[config.mk]
export PLATFORM = sky130hd
export DESIGN_NAME = nibble_link_tx
export DESIGN_NICKNAME = d
export VERILOG_FILES = /design/src/rtl/nibble_link_tx.sv
export SDC_FILE = /design/constraint.sdc
export NUM_CORES = 1
export LEC_CHECK = 0
export CAP_MARGIN = 15
export CORE_ASPECT_RATIO = 1.1
export CORE_UTILIZATION = 35
export DETAILED_ROUTE_END_ITERATION = 10
export MAX_ROUTING_LAYER = met4
export PLACE_DENSITY = 0.66
export SLEW_MARGIN = 20
export SYNTH_ARGS = -nofsm -noshare
export SYNTH_HDL_FRONTEND = slang
export SYNTH_SLANG_ARGS = --single-unit
[constraint.sdc]
create_clock -name clk -period 1.6 [get_ports clk]
set_input_delay 0.24 -clock clk [delete_from_list [all_inputs] [get_ports clk]]
set_output_delay 0.24 -clock clk [all_outputs]
set_load 0.01 [all_outputs]
[src/rtl/nibble_link_tx.sv]
// Nibble link serial transmitter: start bit, DW data bits LSB first, optional even
// parity bit, stop bit. One packed word per frame is accepted over valid/ready.
module nibble_link_tx #(
  parameter int CLKS_PER_BIT = 4,
  parameter int NUM_NIBBLES  = 3,
  parameter int PARITY_EN    = 1,
  localparam int DW          = 4 * NUM_NIBBLES
) (
  input  logic          clk,
  input  logic          rst,
  input  logic          in_valid,
  output logic          in_ready,
  input  logic [DW-1:0] in_data,
  output logic          tx_out,
  output logic          busy,
  output logic          done
);

  // Handshake: a word transfers on a rising edge where in_valid && in_ready.
  // in_ready is a registered copy of "state is IDLE"; in_valid never reaches an output combinationally.

  localparam int CW = (CLKS_PER_BIT > 1) ? $clog2(CLKS_PER_BIT) : 1;
  localparam int BW = (DW > 1) ? $clog2(DW) : 1;
  localparam logic [CW-1:0] CYC_LAST = CW'(CLKS_PER_BIT - 1);
  localparam logic [BW-1:0] BIT_LAST = BW'(DW - 1);

  typedef enum logic [2:0] {
    S_IDLE,
    S_START,
    S_DATA,
    S_PARITY,
    S_STOP
  } state_t;

  state_t        state;
  logic [CW-1:0] cyc_cnt;
  logic [BW-1:0] bit_cnt;
  logic [DW-1:0] shreg;
  logic          par;
  logic          bit_end;

  assign bit_end = (cyc_cnt == CYC_LAST);

  always_ff @(posedge clk or posedge rst) begin
    if (rst) begin
      state    <= S_IDLE;
      cyc_cnt  <= '0;
      bit_cnt  <= '0;
      shreg    <= '0;
      par      <= 1'b0;
      tx_out   <= 1'b1;
      busy     <= 1'b0;
      done     <= 1'b0;
      in_ready <= 1'b1;
    end else begin
      done <= 1'b0;
      case (state)
        S_IDLE: begin
          if (in_valid && in_ready) begin
            shreg    <= in_data;
            par      <= ^in_data;
            cyc_cnt  <= '0;
            bit_cnt  <= '0;
            tx_out   <= 1'b0;
            busy     <= 1'b1;
            in_ready <= 1'b0;
            state    <= S_START;
          end
        end
        S_START: begin
          if (bit_end) begin
            cyc_cnt <= '0;
            tx_out  <= shreg[0];
            shreg   <= shreg >> 1;
            state   <= S_DATA;
          end else begin
            cyc_cnt <= cyc_cnt + 1'b1;
          end
        end
        S_DATA: begin
          if (bit_end) begin
            cyc_cnt <= '0;
            if (bit_cnt == BIT_LAST) begin
              if (PARITY_EN != 0) begin
                tx_out <= par;
                state  <= S_PARITY;
              end else begin
                tx_out <= 1'b1;
                state  <= S_STOP;
              end
            end else begin
              // tx_out is registered, so the next bit is loaded as the current one ends.
              bit_cnt <= bit_cnt + 1'b1;
              tx_out  <= shreg[0];
              shreg   <= shreg >> 1;
            end
          end else begin
            cyc_cnt <= cyc_cnt + 1'b1;
          end
        end
        S_PARITY: begin
          if (bit_end) begin
            cyc_cnt <= '0;
            tx_out  <= 1'b1;
            state   <= S_STOP;
          end else begin
            cyc_cnt <= cyc_cnt + 1'b1;
          end
        end
        S_STOP: begin
          if (bit_end) begin
            cyc_cnt  <= '0;
            tx_out   <= 1'b1;
            busy     <= 1'b0;
            done     <= 1'b1;
            in_ready <= 1'b1;
            state    <= S_IDLE;
          end else begin
            cyc_cnt <= cyc_cnt + 1'b1;
          end
        end
        default: begin
          cyc_cnt  <= '0;
          tx_out   <= 1'b1;
          busy     <= 1'b0;
          in_ready <= 1'b1;
          state    <= S_IDLE;
        end
      endcase
    end
  end

endmodule

==> impl_metrics.tcl, run 1 <==
set metrics [dict create \
    outcome "finished with violations" \
    failed_checks "setup timing" \
    final_net_count 200 \
    syn_nets 149 \
    synth_xor_area_share_pct 8.79 \
    ys_top_cells_by_area "dfrtp_1, mux2_4, mux2_1" \
    clock-skew-final_ns 0.00290 \
    power_density_nw_per_um2 558 \
    power.internal_mw 0.961 \
    yosysTopAreaCell "dfrtp_1" \
    die_width_um 65.5 \
    drt-vias-per-instance 4.86 \
    max_slew.worst_pin.slew_ns 0.377 \
    place_congestion 0.819 \
    clock_latency_ns 0.27 \
    cts_buffers 3 \
    wl_mm 3.31 \
    pwr-share-seq_pct 53.4 \
    synth_common_cells "dfrtp_1, mux2_4, mux2_1, xnor2_1, nor2_1" \
    critPathMostFrequentCell "mux2_4" \
    p_comb_share_pct 10.9 \
    ys_types 45 \
    grt_max_degree 15 \
    design.core.area_um2 4290 \
    ir_drop_mv 0.300 \
    min_path_type "primary input to async pin" \
    drc 0 \
    antenna_found_initial 0 \
    ys_ff_latch 26 \
    finalNonFillerCells 236 \
    syn_inst 132 \
    clkSinkCount 26 \
    first_pass_iters 4 \
    pin_count 19 \
    ant_nets 0 \
    fmax_ghz 0.606 \
    synth_mux_area_share_pct 21.0 \
    diodes 0 \
    avgSynthCellArea_um2 11.8 \
    clk_pin_slew_ns 0.09 \
    seq_area_frac_synth_pct 42.1 \
    max_slew_margin_pct 74.9 \
    grt.busiest_layer "met2" \
    vias 1146 \
    grt_pass1_wl_mm 5.58 \
    end_kind "register" \
    layout-drive-gt1-share_pct 43.4 \
    cp_slowest_cell "dfrtp_2" \
    setup_viol 11 \
    yosys.area_share.adder_pct 1.61 \
    portBuffers 18 \
    fin_tns_setup_ns -0.329 \
    yosysMostFrequentCell "dfrtp_1" \
    clockBufferDepth 2 \
    ys.flop_type "dfrtp_1" \
    dieArea_um2 4700 \
    swShare_pct 21.8 \
    period_needed_ns 1.65 \
    cts_tree "yes" \
    use_met2_pct 27.3 \
    place_inst 226 \
    setup_ws_ns -0.0515 \
    ys_async_sr_fraction_pct 100 \
    wire_per_inst_um 14.0 \
    worstPathRequired_ns 1.77 \
    drt-initial-drc-count 20 \
    cts-root-buf "clkbuf_8" \
    r2r-start "state[1]" \
    start_util_pct 36.2 \
    max_stage_delay_ns 0.46 \
    rsz0062_at_grt "true" \
    grtUsageMet3_pct 2.07 \
    dp_hpwl_mm 2.40 \
    clock_power_share_pct 35.6 \
    slew_viol_final 0 \
    num_rows 25 \
    crit_type "register to register" \
    p_switching_mw 0.268 \
    synth_edf_count 0 \
    synth-compound-area-share_pct 9.92 \
    critical_path.cell_chain "xnor2_2, nor2_4, clkbuf_16, mux2_4, mux2_4" \
    hold_viol 0 \
    netlist.area_leader.share_pct 38.7 \
    cp-startpoint "state[1]" \
    grt.total_usage_pct 15.9 \
    grt-ovfl-total 0 \
    leakagePower_nw 1.09 \
    synth_top_family_by_area "multiplexers" \
    die_height_um 71.8 \
    htreeDepth 1 \
    synthToLayoutAreaGrowth_pct 41.9 \
    synth-simple-area-share_pct 12.0 \
    grt_pass1_vias 1221 \
    syn_area_um2 1550 \
    grtUsageMet1_pct 18.4 \
    critical_path_arrival_ns 1.82 \
    max-cap-violations 0 \
    fin_crit_sh_pct 103 \
    cp-start-kind "register" \
    path_max_fanout 6 \
    yosysWarningCount 0 \
]
-- cell usage in the layout (no fill, tap or decap), drive strengths merged, types with 5 or more instances in the layout --
master	Yosys	final
buf	5	34
dfrtp	24	24
mux2	23	23
clkdlybuf4s50	0	16
xnor2	9	9
nor2	8	8
a21oi	6	6
nand2	6	6
clkbuf	2	5
-- final timing paths --
kind / to / slack [ns] / depth (start not counted)
setup reg to reg: shreg[5] / -0.05 / 5
hold / removal: cyc_cnt[1] / 0.22 / 2
min in group clk: tx_out / 0.52 / 1
setup / recovery: shreg[5] / -0.05 / 5
hold reg to reg: tx_out / 0.52 / 1
max in group asynchronous: tx_out / 0.86 / 3
-- power by group through the flow --
stage	Clock [mW]	Sequential, mW	Combinational, mW
detailed placement	0	0.670	0.135
CTS	0.442	0.657	0.137
finish	0.438	0.657	0.134
floorplan	0	0.670	0.0659
global route	0.470	0.657	0.146
global placement	0	0.670	0.136
-- final cells by class --
type / count / area [um^2]
fill: 367 / 2080
timing repair buffer: 53 / 494
sequential: 26 / 656
tap: 54 / 67.6
multi-input combinational: 95 / 915
clock buffer: 4 / 55.1
inverter: 4 / 15.0
-- timing repair --
action	in CTS	in global routing
setup buffers	4	1
gates cloned	0	1
endpoints found under the setup margin	16	17
pin swaps	4	3
resized for setup	9	8
hold buffers	0	0
-- metal layers --
layer,vias up,part of all wire [%]
li1,559,-
met4,0,1.8
met1,561,44
met2,20,52
met5,-,0
met3,6,1.9
-- critical path: cells and delay by family, from the launching register on --
family	cells	cell delay (ns)
simple gates	1	0.17
flops	1	0.46
mux	2	0.56
buf+inv	1	0.19
xor+xnor	1	0.17
-- logic make-up (layout without fill, tap and decap cells) --
| family | Yosys count | after routing |
|---|---|---|
| flip-flops | 26 | 26 |
| buffers and inverters | 11 | 61 |
| AND/OR/NAND/NOR | 32 | 32 |
| multiplexers | 26 | 26 |
| AO/OA/AOI/OAI | 21 | 21 |
| adder cells (fa/ha/maj) | 2 | 2 |
| XOR/XNOR | 14 | 14 |
-- sequential cells by signal (all words and copies together) (netlist names) --
| name | cells |
|---|---|
| bit_cnt | 4 |
| busy | 1 |
| cyc_cnt | 2 |
| done | 1 |
| in_ready | 1 |
| par | 1 |
| shreg | 12 |
| state | 3 |
| tx_out | 1 |
-- through the flow --
step | total power [mW] | setup WS (ns) | hold slack, ns | area (um^2) | utilization [%]
2_1_floorplan | 0.736 | -0.0495 | 0.279 | 1600 | -
3_3_place_gp | 0.805 | -0.288 | 0.482 | 2020 | 47.1
3_5_place_dp | 0.805 | -0.326 | 0.498 | 2020 | 47.1
4_1_cts | 1.24 | -0.0709 | 0.227 | 2140 | 49.9
5_1_grt | 1.27 | -0.0763 | 0.250 | 2200 | 51.4
6_report | 1.23 | -0.0515 | 0.219 | 2200 | 51.4
(Power assumes the default switching activity.)
==> inputs of run 2 (changes only) <==
MAX_ROUTING_LAYER = unset   (was met4)
==> impl_metrics.tcl, run 2 (synthesized netlist as in run 1, its figures left out) <==
set metrics [dict create \
    outcome "finished with violations" \
    failed_checks "setup timing" \
    start_util_pct 36.2 \
    setup_ws_ns -0.0516 \
    critical_path.cell_chain "xnor2_2, nor2_4, clkbuf_16, mux2_4, mux2_4" \
    vias 1146 \
    placed_cell_area_um2 2020 \
    power_density_nw_per_um2 558 \
    end_kind "register" \
    largest_register_ffs 12 \
    portBuffers 18 \
    setup_viol 11 \
    path_max_fanout 6 \
    grt_pass1_vias 1220 \
    grt_pass1_wl_mm 5.58 \
    worst_hold_slack_ns 0.219 \
    max-cap-violations 0 \
    drt-vias-per-instance 4.86 \
    wire_per_inst_um 14.0 \
    fmax_ghz 0.605 \
    seqCellArea_um2 656 \
    place_congestion 0.807 \
    die_width_um 65.5 \
    max_slew.worst_pin.slew_ns 0.377 \
    grt_max_degree 15 \
    power.total_mw 1.23 \
    cp_slowest_cell "dfrtp_2" \
    crit_type "register to register" \
    htreeDepth 1 \
    regMostFlops "shreg" \
    worstPathRequired_ns 1.77 \
    fin_tns_setup_ns -0.330 \
    cts_tree "yes" \
    grt-ovfl-total 0 \
    wl_mm 3.31 \
    fin_crit_sh_pct 103 \
    clockBufferDepth 2 \
    hold_viol 0 \
    multi_input_area_um2 915 \
    pin_count 19 \
    ant_nets 0 \
    cts-root-buf "clkbuf_8" \
    max_slew_margin_pct 74.9 \
    final_cell_mix "buf_4, dfrtp_1, mux2_4" \
    max_stage_delay_ns 0.46 \
    diodes 0 \
    first_pass_iters 4 \
    clock-skew-final_ns 0.00281 \
    rsz0062_at_grt "true" \
    grt.total_usage_pct 15.4 \
    num_rows 25 \
    slew_viol_final 0 \
    min_path_type "primary input to async pin" \
    layout-drive-gt1-share_pct 43.4 \
    cts_buffers 3 \
    dp_hpwl_mm 2.40 \
    post-route-util_pct 51.4 \
    final_net_count 200 \
    antenna_found_initial 0 \
    drt-initial-drc-count 20 \
    path_delay_family "multiplexers" \
    r2r_setup_slack_ns -0.05 \
    reg_top3 "shreg: 12 flops, bit_cnt: 4 flops, state: 3 flops" \
    drc 0 \
    postLayoutCellArea_um2 2200 \
    synthToLayoutAreaGrowth_pct 41.9 \
    layout_commonest_cell "buf_4" \
    fillers 367 \
    clock_latency_ns 0.27 \
    critical_path_arrival_ns 1.82 \
    critPathMostFrequentCell "mux2_4" \
    die_height_um 71.8 \
    ir_drop_mv 0.300 \
    cp-start-kind "register" \
    period_needed_ns 1.65 \
    design.core.area_um2 4290 \
    leakagePower_nw 1.09 \
    dieArea_um2 4700 \
    holdBufCountCts 0 \
    clk_pin_slew_ns 0.09 \
    clkSinkCount 26 \
    path_buf_inv 1 \
]
## run 2: cell counts in the layout (fill, tap and decap cells not counted)
Identical to the previous run, type by type.
## run 2: cell type report
cell class              instances  area share (%)
repair buffers                 53            22.4
clock buffers                   4            2.50
well taps                      54            3.07
multi-input cells              95            41.5
flip-flops and latches         26            29.8
inverters                       4           0.682
## run 2: report_power, final
group	total [mW]	internal [mW]	leakage, nW	switching [mW]
logic	0.134	0.0840	0.731	0.0504
clock network	0.438	0.220	0.0288	0.217
registers	0.657	0.657	0.329	0
## run 2: worst register-to-register path: cells and delay by family (launching register included)
family,cells,cell delay (ns)
and+or+nand+nor,1,0.17
muxes,2,0.56
buffers and inverters,1,0.19
DFF,1,0.46
xor gates and xnor gates,1,0.17
## run 2: through the flow
| stage | instances | setup slack [ns] |
|---|---|---|
| after global placement | 226 | -0.288 |
| after floorplan | 132 | -0.0495 |
| after global routing | 236 | -0.0763 |
| final | 236 | -0.0516 |
| after CTS | 234 | -0.0709 |
| after detailed placement | 226 | -0.326 |
## run 2: worst paths after layout
path | startpoint | to | cells past startpoint
worst max-delay path | state[1] | shreg[5] | 5
worst min-delay path | rst | cyc_cnt[1] | 2
worst max register to register | state[1] | shreg[5] | 5
worst min register to register | tx_out | tx_out | 1
max in group asynchronous | rst | tx_out | 3
min in group clk | tx_out | tx_out | 1
## run 2: timing repair
item | 4_1_cts | 5_1_grt
gates resized for setup | 9 | 8
gates cloned | 0 | 1
pin swaps | 4 | 3
setup buffers | 4 | 1
endpoints found under the setup margin | 16 | 17
## run 2: per-layer routing
layer | GRT usage (%) | up-vias | wire length (um)
li1 | - | 559 | -
met1 | 18.4 | 561 | 1460
met2 | 27.3 | 20 | 1730
met3 | 2.07 | 6 | 64
met4 | 6.52 | 0 | 61
met5 | 0 | - | 0
